$ cat src/rtl/alu_seq_if.sv
// Request, response and ALU-side signal bundle for alu_sequencer.
// slave = the sequencer itself; master = the requester/ALU environment.
interface alu_seq_if;
    logic        req_valid;
    logic        req_ready;
    logic [3:0]  req_op;
    logic [31:0] req_a;
    logic [31:0] req_b;
    logic [11:0] alu_ctrl;
    logic [31:0] alu_a;
    logic [31:0] alu_b;
    logic [31:0] alu_zhi;
    logic [31:0] alu_zlo;
    logic        rsp_valid;
    logic        rsp_ready;
    logic [31:0] rsp_hi;
    logic [31:0] rsp_lo;
    logic        rsp_err;
    logic        busy;
    logic [15:0] op_count;

    modport slave (
        input  req_valid, req_op, req_a, req_b, alu_zhi, alu_zlo, rsp_ready,
        output req_ready, alu_ctrl, alu_a, alu_b, rsp_valid, rsp_hi, rsp_lo,
               rsp_err, busy, op_count
    );

    modport master (
        output req_valid, req_op, req_a, req_b, alu_zhi, alu_zlo, rsp_ready,
        input  req_ready, alu_ctrl, alu_a, alu_b, rsp_valid, rsp_hi, rsp_lo,
               rsp_err, busy, op_count
    );
endinterface

$ cat src/rtl/alu_sequencer.sv
// Multi-cycle controller for the combinational ALU: accepts one op, drives the
// ALU for a fixed latency, and returns the captured result (or an error).
module alu_sequencer #(
    parameter int unsigned SIMPLE_LAT = 1,
    parameter int unsigned MULDIV_LAT = 4
) (
    input  logic      clk,
    input  logic      clr,
    alu_seq_if.slave  bus
);
    localparam int unsigned OP_W   = 4;
    localparam int unsigned DATA_W = 32;
    localparam int unsigned CTRL_W = 12;
    localparam int unsigned CNT_W  = 8;
    localparam int unsigned OPC_W  = 16;
    localparam int unsigned SHAMT_W = 5;

    typedef enum logic [1:0] {IDLE, EXEC, DONE} state_e;

    state_e              state_q, state_d;
    logic [OP_W-1:0]     op_q, op_d;
    logic [CNT_W-1:0]    cnt_q, cnt_d;
    logic [CTRL_W-1:0]   alu_ctrl_q, alu_ctrl_d;
    logic [DATA_W-1:0]   alu_a_q, alu_a_d;
    logic [DATA_W-1:0]   alu_b_q, alu_b_d;
    logic [DATA_W-1:0]   rsp_hi_q, rsp_hi_d;
    logic [DATA_W-1:0]   rsp_lo_q, rsp_lo_d;
    logic                rsp_err_q, rsp_err_d;
    logic                rsp_valid_q, rsp_valid_d;
    logic                req_ready_q, req_ready_d;
    logic                busy_q, busy_d;
    logic [OPC_W-1:0]    op_count_q, op_count_d;

    logic req_md_c, req_shift_c, req_bad_c, op_md_c;

    // Request decode: mul/div latency class, shift-amount masking, screening
    assign req_md_c    = (bus.req_op == OP_W'(8)) || (bus.req_op == OP_W'(9));
    assign req_shift_c = (bus.req_op >= OP_W'(2)) && (bus.req_op <= OP_W'(5));
    assign req_bad_c   = (bus.req_op > OP_W'(11)) ||
                         ((bus.req_op == OP_W'(9)) && (bus.req_b == '0));
    assign op_md_c     = (op_q == OP_W'(8)) || (op_q == OP_W'(9));

    always_ff @(posedge clk or negedge clr) begin
        if (!clr) begin
            state_q     <= IDLE;
            op_q        <= '0;
            cnt_q       <= '0;
            alu_ctrl_q  <= '0;
            alu_a_q     <= '0;
            alu_b_q     <= '0;
            rsp_hi_q    <= '0;
            rsp_lo_q    <= '0;
            rsp_err_q   <= 1'b0;
            rsp_valid_q <= 1'b0;
            req_ready_q <= 1'b1;
            busy_q      <= 1'b0;
            op_count_q  <= '0;
        end else begin
            state_q     <= state_d;
            op_q        <= op_d;
            cnt_q       <= cnt_d;
            alu_ctrl_q  <= alu_ctrl_d;
            alu_a_q     <= alu_a_d;
            alu_b_q     <= alu_b_d;
            rsp_hi_q    <= rsp_hi_d;
            rsp_lo_q    <= rsp_lo_d;
            rsp_err_q   <= rsp_err_d;
            rsp_valid_q <= rsp_valid_d;
            req_ready_q <= req_ready_d;
            busy_q      <= busy_d;
            op_count_q  <= op_count_d;
        end
    end

    always_comb begin
        state_d    = state_q;
        op_d       = op_q;
        cnt_d      = cnt_q;
        alu_ctrl_d = alu_ctrl_q;
        alu_a_d    = alu_a_q;
        alu_b_d    = alu_b_q;
        rsp_hi_d   = rsp_hi_q;
        rsp_lo_d   = rsp_lo_q;
        rsp_err_d  = rsp_err_q;
        op_count_d = op_count_q;

        case (state_q)
            IDLE: begin
                if (bus.req_valid && req_ready_q) begin
                    op_d = bus.req_op;
                    if (req_bad_c) begin
                        // Screened op never reaches the ALU
                        rsp_err_d = 1'b1;
                        rsp_hi_d  = '0;
                        rsp_lo_d  = '0;
                        state_d   = DONE;
                    end else begin
                        alu_a_d    = bus.req_a;
                        alu_b_d    = req_shift_c
                                   ? DATA_W'(bus.req_b[SHAMT_W-1:0]) : bus.req_b;
                        alu_ctrl_d = CTRL_W'(1) << bus.req_op;
                        cnt_d      = req_md_c ? CNT_W'(MULDIV_LAT - 1)
                                              : CNT_W'(SIMPLE_LAT - 1);
                        state_d    = EXEC;
                    end
                end
            end
            EXEC: begin
                if (cnt_q != '0) begin
                    cnt_d = cnt_q - CNT_W'(1);
                end else begin
                    rsp_lo_d   = bus.alu_zlo;
                    rsp_hi_d   = op_md_c ? bus.alu_zhi : '0;
                    rsp_err_d  = 1'b0;
                    alu_ctrl_d = '0;
                    state_d    = DONE;
                end
            end
            DONE: begin
                if (bus.rsp_ready) begin
                    op_count_d = op_count_q + OPC_W'(1);
                    state_d    = IDLE;
                end
            end
            default: begin
                alu_ctrl_d = '0;
                state_d    = IDLE;
            end
        endcase

        // Status flags registered from the next state so they track it exactly
        rsp_valid_d = (state_d == DONE);
        req_ready_d = (state_d == IDLE);
        busy_d      = (state_d != IDLE);
    end

    assign bus.req_ready = req_ready_q;
    assign bus.alu_ctrl  = alu_ctrl_q;
    assign bus.alu_a     = alu_a_q;
    assign bus.alu_b     = alu_b_q;
    assign bus.rsp_valid = rsp_valid_q;
    assign bus.rsp_hi    = rsp_hi_q;
    assign bus.rsp_lo    = rsp_lo_q;
    assign bus.rsp_err   = rsp_err_q;
    assign bus.busy      = busy_q;
    assign bus.op_count  = op_count_q;
endmodule
$ cat src/flat_wrapper.sv
// flat-port wrapper written by rule: the top's interface ports become plain ports
module alu_sequencer_flat 
#(
    parameter int unsigned SIMPLE_LAT = 1,
    parameter int unsigned MULDIV_LAT = 4
)
  (clk, clr, bus_req_valid, bus_req_op, bus_req_a, bus_req_b, bus_alu_zhi, bus_alu_zlo, bus_rsp_ready, bus_req_ready, bus_alu_ctrl, bus_alu_a, bus_alu_b, bus_rsp_valid, bus_rsp_hi, bus_rsp_lo, bus_rsp_err, bus_busy, bus_op_count);
  alu_seq_if bus_i ();
  input  logic clk;
  input  logic clr;
  input wire logic [$bits(bus_i.req_valid)-1:0] bus_req_valid;
  input wire logic [$bits(bus_i.req_op)-1:0] bus_req_op;
  input wire logic [$bits(bus_i.req_a)-1:0] bus_req_a;
  input wire logic [$bits(bus_i.req_b)-1:0] bus_req_b;
  input wire logic [$bits(bus_i.alu_zhi)-1:0] bus_alu_zhi;
  input wire logic [$bits(bus_i.alu_zlo)-1:0] bus_alu_zlo;
  input wire logic [$bits(bus_i.rsp_ready)-1:0] bus_rsp_ready;
  output wire logic [$bits(bus_i.req_ready)-1:0] bus_req_ready;
  output wire logic [$bits(bus_i.alu_ctrl)-1:0] bus_alu_ctrl;
  output wire logic [$bits(bus_i.alu_a)-1:0] bus_alu_a;
  output wire logic [$bits(bus_i.alu_b)-1:0] bus_alu_b;
  output wire logic [$bits(bus_i.rsp_valid)-1:0] bus_rsp_valid;
  output wire logic [$bits(bus_i.rsp_hi)-1:0] bus_rsp_hi;
  output wire logic [$bits(bus_i.rsp_lo)-1:0] bus_rsp_lo;
  output wire logic [$bits(bus_i.rsp_err)-1:0] bus_rsp_err;
  output wire logic [$bits(bus_i.busy)-1:0] bus_busy;
  output wire logic [$bits(bus_i.op_count)-1:0] bus_op_count;
  assign bus_i.req_valid = bus_req_valid;
  assign bus_i.req_op = bus_req_op;
  assign bus_i.req_a = bus_req_a;
  assign bus_i.req_b = bus_req_b;
  assign bus_i.alu_zhi = bus_alu_zhi;
  assign bus_i.alu_zlo = bus_alu_zlo;
  assign bus_i.rsp_ready = bus_rsp_ready;
  assign bus_req_ready = bus_i.req_ready;
  assign bus_alu_ctrl = bus_i.alu_ctrl;
  assign bus_alu_a = bus_i.alu_a;
  assign bus_alu_b = bus_i.alu_b;
  assign bus_rsp_valid = bus_i.rsp_valid;
  assign bus_rsp_hi = bus_i.rsp_hi;
  assign bus_rsp_lo = bus_i.rsp_lo;
  assign bus_rsp_err = bus_i.rsp_err;
  assign bus_busy = bus_i.busy;
  assign bus_op_count = bus_i.op_count;
  alu_sequencer #(.SIMPLE_LAT(SIMPLE_LAT), .MULDIV_LAT(MULDIV_LAT)) u_core (.clk(clk), .clr(clr), .bus(bus_i));
endmodule
$ cat config.mk
export PLATFORM = sky130hd
export DESIGN_NAME = alu_sequencer_flat
export DESIGN_NICKNAME = d
export VERILOG_FILES = /design/src/rtl/alu_seq_if.sv /design/src/rtl/alu_sequencer.sv /design/src/flat_wrapper.sv
export SDC_FILE = /design/constraint.sdc
export NUM_CORES = 1
export LEC_CHECK = 0
export CAP_MARGIN = 40
export CORE_UTILIZATION = 38
export DETAILED_ROUTE_END_ITERATION = 6
export GPL_TIMING_DRIVEN = 0
export PLACE_DENSITY = 0.76
export REMOVE_ABC_BUFFERS = 1
export SETUP_SLACK_MARGIN = 0.1
export SLEW_MARGIN = 40
export SYNTH_ARGS = -nofsm -noshare
export SYNTH_HDL_FRONTEND = slang
export SYNTH_SLANG_ARGS = --single-unit
$ cat constraint.sdc
create_clock -name clk -period 2.2 [get_ports clk]
set_input_delay 0.44 -clock clk [delete_from_list [all_inputs] [get_ports clk]]
set_output_delay 0.44 -clock clk [all_outputs]
set_load 0.01 [all_outputs]
==> summary.txt <==
Clock network
  • Clock tree from TritonCTS: built
  • Clock H-tree levels: 4
  • Maximum clock path buffer count: 2
  • Worst-Skew Late Latency: 0.42 ns
  • Clock root cell: sky130_fd_sc_hd__clkbuf_16
  • Total clock buffers created by CTS: 17
  • Num Clock Sinks: 173
  • Clk slew on worst S/H paths: 0.07 ns

GRT
  • Overflow left after global routing: 0
  • Number of global-route vias before repair: 5,925
  • Maximum number of pins on one net before global-route repair: 75
  • Aggregate global-route resource usage: 0.229
  • First-pass GRT wire length: 32.2 mm
  • Initial antenna violation count: 1

Final layout
  • Storage cell area: 0.00433 mm^2
  • # nets final: 1,031
  • Footprint of the multi-input gates: 0.00261 mm^2
  • Core occupancy in the finished layout: 0.659
  • Area Overhead vs Synth: 68.1%
  • Ratio of cells with drive above 1 in the final layout: 0.214
  • Filler cell count: 1,334

Synth
  • Cell types with the largest area share after synthesis: sky130_fd_sc_hd__dfrtp_1 63%, sky130_fd_sc_hd__a22o_1 9.6%, sky130_fd_sc_hd__mux2_2 6.4%, sky130_fd_sc_hd__o21ai_0 4.5%, sky130_fd_sc_hd__nand2_1 3.1%
  • Syn Area/Cell: 12.4 um^2
  • Library cell occupying the most area in the post-synthesis netlist: sky130_fd_sc_hd__dfrtp_1
  • Post-synthesis instance area: 0.00685 mm^2
  • Flop and latch count out of synthesis: 173
  • Most used standard cell by instance count after synthesis: sky130_fd_sc_hd__dfrtp_1
  • Synth async-reset ratio: 1.00
  • Share of synthesized area occupied by flip-flops and latches: 0.632
  • Post-synth EDFFs: 0
  • Synth Instances: 551
  • Portion of synthesized cell area occupied by the leading cell type: 0.628
  • Synth Warn #: 0
  • Most instantiated flip-flop cell in the synthesis netlist: sky130_fd_sc_hd__dfrtp_1
  • Yosys cell types: 43
  • Cell types with the highest counts after synthesis: 172 x sky130_fd_sc_hd__dfrtp_1, 75 x sky130_fd_sc_hd__a22o_1, 61 x sky130_fd_sc_hd__o21ai_0

Critical path
  • Startpoint Class: register
  • Arrival @ worst endpoint: 2.53 ns
  • Critical path type: reg2reg
  • Required arrival time at the worst endpoint: 2.51 ns
  • Critical Path Fanout Max: 6
  • Crit path capture type: register

STA
  • Tightest hold margin: 0.260 ns
  • Worst Max-Slew Pin Slew: 0.575 ns
  • Max-slew violation count: 0
  • RSZ-0062 raised after global routing: true
  • Total of endpoints with negative setup slack in the final report: 7
  • Period Utilization, post-route: 1.01
  • Layout Skew: 0.0119 ns
  • Worst-case headroom to the max-slew limit: 0.611
  • Setup WS post-layout: -0.0216 ns
  • Fmax: 0.450 GHz
  • Number of hold violations in the final report: 0
  • TNS Setup: -0.0914 ns
  • Clock period minus worst slack: 2.22 ns

Power and ir drop
  • Static leakage: 5.08 nW
  • Power density cells: 1320 mW/mm^2
  • Maximum VDD drop: 0.000856 V
  • Overall power of the completed layout: 15.2 mW

Route
  • Detailed-route vias per instance: 5.25
  • Routed Wire Length: 22.5 mm
  • Number of optimization iterations in the first detailed-route pass: 4
  • Wire length per cell: 19.8 um
  • Drt drc: 0
  • Number of violations reported at the end of detailed-routing iteration 0: 220
  • Vias post-DR: 5,939
  • Detail Route Antenna Nets: 0

Die
  • Site Rows: 48
  • Area inside the core boundary: 0.0175 mm^2
  • Number of top-level pins: 296
  • Initial cell density of the core: 0.392
  • Horizontal extent of the die: 136 um
  • Height of the die: 136 um
  • Die Outline Area: 0.0186 mm^2

Placed design
  • Count of buffers from port buffering: 295
  • Final HPWL from detailed placement: 14.4 mm
  • Weighted congestion at the end of routability-driven global placement: 0.774

Run status
  • Result of the run: finished with violations
  • Violated checks: setup timing

Worst hold path
  • Worst Hold Class: in2reg

Job
  • Number of maximum-capacitance constraint violations: 0
==> repair_timing <==
item	in CTS	in global routing
endpoints found under the setup margin	152	141
gates resized for setup	73	79
buffers inserted	28	12
pin swaps	23	44
hold buffers	1	0
cloned	6	6
hold endpoints to repair	34	0
==> final timing paths <==
check                                             start                 endpoint  slack, ns  depth (start not counted)
max in group asynchronous                           clr     u_core.bus.rsp_hi[5]       1.05                          3
worst min-delay path                      bus_req_b[26]     u_core.bus.alu_b[26]       0.26                          3
worst max-delay path                    u_core.cnt_q[1]   u_core.bus.alu_ctrl[6]      -0.02                          8
worst min register to register  u_core.bus.op_count[15]  u_core.bus.op_count[15]       0.47                          1
min in group asynchronous                           clr    u_core.bus.rsp_lo[14]       0.50                          2
worst max register to register          u_core.cnt_q[1]   u_core.bus.alu_ctrl[6]      -0.02                          8
==> where the power goes <==
group | internal, mW | total (mW) | leakage, nW | switching [mW]
combinational | 3.95 | 6.74 | 2.54 | 2.79
clock | 1.82 | 3.14 | 0.300 | 1.32
sequential | 4.49 | 5.34 | 2.25 | 0.848
==> stage by stage <==
stage	instance area, um^2	cells	setup WS (ns)
global placement	9920	1035	-6.47
finish	11500	1132	-0.0216
detailed placement	10100	1047	-1.36
global route	11500	1132	-0.0728
CTS	11200	1113	0.0783
floorplan	6680	515	-1.86
==> cells by family (layout without fill, tap and decap cells) <==
kind of cell	Yosys count	in the layout	synth area share
adders and majority gates	2	2	0.00365
and+or+nand+nor	123	127	0.0891
other	0	1	0
muxes	39	39	0.0641
xor gates and xnor gates	16	16	0.0204
AOI/OAI and AO/OA	157	158	0.163
DFF	173	173	0.632
buffers and inverters	41	391	0.0278
==> cell usage in the layout (no fill, tap or decap), drive strengths merged, types with 8 or more instances in the layout <==
cell	count
clkdlybuf4s50	258
dfrtp	172
a22o	75
o21ai	66
nand2	57
buf	56
clkbuf	43
mux2	39
nor2	17
xnor2	12
inv	11
nand3	10
dlygate4sd2	8
nor4	8
==> registers in the layout, summed over array words and instances (netlist names) <==
name / flops
u_core.op_q: 3
u_core.bus.rsp_lo: 32
u_core.bus.alu_b: 32
u_core.bus.op_count: 16
u_core.bus.rsp_err: 1
u_core.bus.alu_ctrl: 12
u_core.bus.rsp_hi: 32
u_core.bus.req_ready: 1
u_core.bus.alu_a: 32
u_core.bus.rsp_valid: 1
u_core.cnt_q: 8
u_core.state_q: 2
u_core.bus.busy: 1
==> worst max-delay path, stage by stage, from the launching register on <==
cell	delay, ns
sky130_fd_sc_hd__dfrtp_1	0.38
sky130_fd_sc_hd__inv_1	0.07
sky130_fd_sc_hd__ha_2	0.18
sky130_fd_sc_hd__or4b_4	0.49
sky130_fd_sc_hd__buf_6	0.15
sky130_fd_sc_hd__o21ai_4	0.24
sky130_fd_sc_hd__nand2_4	0.11
sky130_fd_sc_hd__o21a_4	0.26
sky130_fd_sc_hd__a22o_1	0.22
==> layer usage <==
metal  routed length, um  track usage
met4                 235       0.0667
met1                8450        0.261
met2               11900        0.404
met5                   0            0
met3                1890       0.0776
==> final cells by class <==
class,instances,share of cell area
diodes,1,0.000217
clock buffers,18,0.0373
clock inverters,14,0.0159
inverters,5,0.00163
multi-input cells,342,0.227
flip-flops and latches,173,0.376
well taps,225,0.0244
repair buffers,354,0.318
Note: power is estimated with default switching activity, not from simulation.
